**config.mk**
```make
export PLATFORM = sky130hd
export DESIGN_NAME = change_dispenser
export DESIGN_NICKNAME = d
export VERILOG_FILES = /design/src/rtl/change_dispenser.sv
export SDC_FILE = /design/constraint.sdc
export NUM_CORES = 1
export LEC_CHECK = 0
export ABC_AREA = 1
export BUFFER_PORTS_ARGS = -buffer_cell sky130_fd_sc_hd__buf_4
export CELL_PAD_IN_SITES_DETAIL_PLACEMENT = 1
export CELL_PAD_IN_SITES_GLOBAL_PLACEMENT = 1
export CORE_MARGIN = 5
export CORE_UTILIZATION = 37
export CTS_BUF_LIST = sky130_fd_sc_hd__clkbuf_4 sky130_fd_sc_hd__clkbuf_8 sky130_fd_sc_hd__clkbuf_16
export DETAILED_ROUTE_END_ITERATION = 8
export GPL_TIMING_DRIVEN = 1
export PLACE_DENSITY = 0.8
export SLEW_MARGIN = 30
export SYNTH_ARGS = -nofsm -noshare
export SYNTH_HDL_FRONTEND = slang
export SYNTH_SLANG_ARGS = --single-unit
```
**constraint.sdc**
```tcl
create_clock -name clk -period 2.8 [get_ports clk]
set_input_delay 0.14 -clock clk [delete_from_list [all_inputs] [get_ports clk]]
set_output_delay 0.14 -clock clk [all_outputs]
set_load 0.05 [all_outputs]
```
**src/rtl/change_dispenser.sv**
```systemverilog
// change_dispenser: pays a latched balance out as coins, largest denomination first,
// one coin per hopper handshake, with ack timeout fault and residue reporting.
module change_dispenser #(
    parameter int NUM_COINS   = 3,
    parameter int TOTAL_BITS  = 31,
    parameter int COIN_VAL0   = 100,
    parameter int COIN_VAL1   = 500,
    parameter int COIN_VAL2   = 1000,
    parameter int ACK_TIMEOUT = 15
) (
    input  logic                  clk,
    input  logic                  reset,
    input  logic                  i_return_req,
    input  logic [TOTAL_BITS-1:0] i_balance,
    input  logic                  i_coin_ack,
    output logic [NUM_COINS-1:0]  o_coin_req,
    output logic                  o_busy,
    output logic [TOTAL_BITS-1:0] o_balance,
    output logic [TOTAL_BITS-1:0] o_residue,
    output logic                  o_done,
    output logic                  o_fault
);
    localparam int IW = $clog2(NUM_COINS);
    localparam int TW = $clog2(ACK_TIMEOUT + 1);
    localparam logic [TOTAL_BITS-1:0] COIN_VAL [NUM_COINS] =
        '{TOTAL_BITS'(COIN_VAL0), TOTAL_BITS'(COIN_VAL1), TOTAL_BITS'(COIN_VAL2)};

    typedef enum logic [2:0] {IDLE, SELECT, DISPENSE, FINISH, FAULT} state_t;
    state_t state, state_nx;
    logic [IW-1:0] sel, cur;
    logic          found;
    logic [TW-1:0] timer;
    logic          timed_out;

    // ascending scan so the highest payable denomination wins
    always_comb begin
        found = 1'b0;
        sel   = '0;
        for (int k = 0; k < NUM_COINS; k++)
            if (COIN_VAL[k] <= o_balance) begin
                found = 1'b1;
                sel   = IW'(k);
            end
    end

    assign timed_out = timer == TW'(ACK_TIMEOUT - 1);

    always_comb begin
        state_nx = state;
        case (state)
            IDLE:     state_nx = i_return_req ? SELECT : IDLE;
            SELECT:   state_nx = (found && !o_fault) ? DISPENSE : FINISH;
            DISPENSE: state_nx = i_coin_ack ? SELECT : timed_out ? FAULT : DISPENSE;
            default:  state_nx = IDLE;
        endcase
    end

    always_ff @(posedge clk) begin
        if (reset) begin
            state      <= IDLE;
            o_coin_req <= '0;
            o_balance  <= '0;
            o_residue  <= '0;
            o_fault    <= 1'b0;
            timer      <= '0;
            cur        <= '0;
        end else begin
            state <= state_nx;
            case (state)
                IDLE: if (i_return_req) begin
                    o_balance <= i_balance;
                    o_residue <= '0;
                end
                SELECT: if (found && !o_fault) begin
                    o_coin_req <= NUM_COINS'(1) << sel;
                    cur        <= sel;
                    timer      <= '0;
                end else begin
                    o_residue <= o_balance;
                    o_balance <= '0;
                end
                DISPENSE: begin
                    timer <= timer + TW'(1);
                    if (i_coin_ack) begin
                        o_balance  <= o_balance - COIN_VAL[cur];
                        o_coin_req <= '0;
                    end else if (timed_out) begin
                        o_coin_req <= '0;
                        o_fault    <= 1'b1;
                    end
                end
                default: ;
            endcase
        end
    end

    assign o_busy = state != IDLE;
    assign o_done = state == FINISH || state == FAULT;
endmodule
```
==> summary.txt <==
Synth
  • Mean post-synth cell area: 5.80 µm²
  • Cell variety after synth: 33
  • Cell count after synthesis: 825
  • Syn nets: 871
  • Seq/Total Area, Yosys: 0.314
  • FF+latch count, synth: 75
  • Cell Area, Synth: 0.00478 mm²
  • Ys Warns: 0

STA
  • Unrepaired setup endpoints after global routing: no
  • Clock Skews: 0.0103 ns
  • Setup TNS: 0 ns
  • Period utilization: 0.863
  • Worst Tran Pin Value: 0.568 ns
  • Slew Viols, Final: 0
  • Final setup vio count: 0
  • Max Clk Rate: 0.414 GHz
  • Max_slew headroom: 0.617
  • Final WS setup: 0.383 ns
  • Minimum clock period: 2.42 ns
  • Final Hold Viols: 0

Power and ir drop
  • Peak supply drop: 0.000258 V
  • Part of the power in the clock network: 0.293
  • Gate power share: 0.392
  • NetSw: 1.77 mW
  • Leakage power: 3.08 nW
  • Sw Share: 0.429
  • Share of power burned in registers: 0.315
  • Cell Int Power: 2.36 mW
  • PwrDens: 687 mW/mm²

Final layout
  • Register Area: 0.00150 mm²
  • Multi-input logic area: 0.00281 mm²
  • Layout cells sized above 1: 0.163
  • Filler cell count: 1777
  • Most common cell after layout, fill and taps aside: nor2_1
  • Antenna cells: 0
  • Area delta synth->final: 25.9%
  • Most frequent cells in the layout: nor2_1, nand2_1, buf_4
  • Util after Layout: 0.475
  • Final nets: 968

Clock network
  • Clk Latency, worst-skew pair: 0.34 ns
  • TritonCTS clock tree: done
  • # resized after CTS: 0
  • Hold Buf Count CTS: 0
  • Clk pin slew, worst setup/hold paths: 0.07 ns
  • Setup Buffers After CTS: 0
  • Clock Tree Root: clkbuf_16
  • CTS Sinks: 75
  • Max Buffers Root-to-Sink: 2
  • H-Tree Depth: 3
  • Cts bufs inserted: 9

Placement
  • Place WS: 0.288 ns
  • PortBufs: 102
  • Post-DP HPWL: 14000 µm
  • Routability Congestion: 0.910

Detailed routing
  • Initial DRC count: 354
  • Antenna-violating nets left: 0
  • Routed wire length per instance: 16.4 µm
  • DR vias/cell: 5.05
  • DRC viols: 0
  • DRT Pass-1 Iters: 5
  • Vias post-DR: 5553
  • Detailed Route WL: 18000 µm

Run
  • MaxCap Viol Count: 0

Run status
  • Run status: completed

Die
  • Core Region: 0.0127 mm²
  • Die area: 0.0153 mm²
  • Die W: 124 µm
  • Row cnt: 41
  • Initial Util: 0.377
  • Boundary Pins: 103
  • Die Ht: 124 µm

Worst setup path
  • Crit start category: flop
  • Crit path max fanout: 6
  • CP endpoint kind: flop
  • WP data required: 3.09 ns
  • Critical path type: flop to flop
  • Worst EP arrival: 2.70 ns

Global route
  • Remaining Overflow, GRT: 0
  • Tot GR Track Use: 0.243
  • Initial antenna violation count: 0
  • Vias in the first global route: 5700
  • Global-route wire length before repair: 29000 µm
  • Largest net degree at the start of global routing: 41

Worst hold path
  • HP Class: primary input to flop
[sequential cells by signal (all words and copies together), names as in the netlist]
signal      cells
o_residue      31
cur             2
timer           4
o_fault         1
o_coin_req      3
state           3
o_balance      31
[layout make-up]
class / count / share of cell area
multi-input combinational: 636 / 0.467
sequential: 75 / 0.249
timing repair buffer: 115 / 0.143
inverter: 85 / 0.0534
clock buffer: 10 / 0.0397
tap: 172 / 0.0358
clock inverter: 6 / 0.0108
[cells in the mapped netlist, drive strengths merged]
cell	number	area [µm²]
dfxtp	75	1500
and3	1	6.26
nand4	9	56.3
clkbuf	16	60.1
ha	11	138
a211oi	1	7.51
and3b	1	8.76
a21boi	1	7.51
or2	3	18.8
nor2	228	878
o211ai	1	7.51
xnor2	2	17.5
buf	13	87.6
clkinv	1	3.75
nand3b	2	15.0
a21oi	18	90.1
nor3	6	30.0
inv	84	318
xor2	1	8.76
nand2	214	831
o21ai	76	380
nand3	61	310
[cells by family (layout without fill, tap and decap cells)]
kind of cell / count (synthesis) / in the layout / synth area share
AO/OA/AOI/OAI: 97 / 97 / 0.103
XOR/XNOR: 3 / 3 / 0.00550
adder cells (fa/ha/maj): 11 / 11 / 0.0288
buffers and inverters: 114 / 216 / 0.0981
flip-flops: 75 / 75 / 0.314
AND/OR/NAND/NOR: 525 / 525 / 0.451
[per-stage QoR]
stage          area, µm²  hold slack (ns)  cells  total power, mW
6_report            6020           0.0730   1099             4.14
5_1_grt             6020           0.0852   1099             4.38
4_1_cts             6020           0.0638   1099             4.16
3_5_place_dp        5710            0.427   1083             2.94
3_3_place_gp        5710            0.418   1083             2.90
2_1_floorplan       4780            0.342    825             2.43
[worst max-delay path: stages, from the launching register on]
cell and delay (ns):
dfxtp_1 0.39, inv_1 0.07, ha_1 0.20, inv_1 0.08, ha_1 0.31, inv_1 0.14
o21ai_0 0.15, nor2_1 0.19, inv_1 0.09, nor2_2 0.22, nand3_1 0.16, nand2_1 0.09
nand2_1 0.05, nor2_1 0.09, nor2_1 0.05, nor2_1 0.07
[path summary, 6_finish.rpt]
check                           cells past startpoint           from  slack (ns)       endpoint
worst min register to register                      2  o_coin_req[2]        0.46  o_coin_req[2]
worst max register to register                     15         cur[0]        0.38  o_balance[28]
worst max-delay path                               15         cur[0]        0.38  o_balance[28]
worst min-delay path                                2          reset        0.07  o_coin_req[0]
[per-layer routing]
| layer | part of all wire | GRT usage | vias up |
|---|---|---|---|
| li1 | - | - | 2777 |
| met1 | 0.48 | 0.338 | 2615 |
| met2 | 0.46 | 0.390 | 137 |
| met3 | 0.044 | 0.0313 | 24 |
| met4 | 0.016 | 0.0761 | 0 |
| met5 | 0 | 0 | - |
[power groups by stage]
| stage | clock [mW] | combinational, mW | sequential, mW |
|---|---|---|---|
| final | 1.21 | 1.62 | 1.30 |
| after global routing | 1.28 | 1.78 | 1.32 |
| after CTS | 1.24 | 1.63 | 1.30 |
| after detailed placement | 0 | 1.62 | 1.33 |
| after global placement | 0 | 1.58 | 1.32 |
| after floorplan | 0 | 0.774 | 1.65 |
Note: power is estimated with default switching activity, not from simulation.
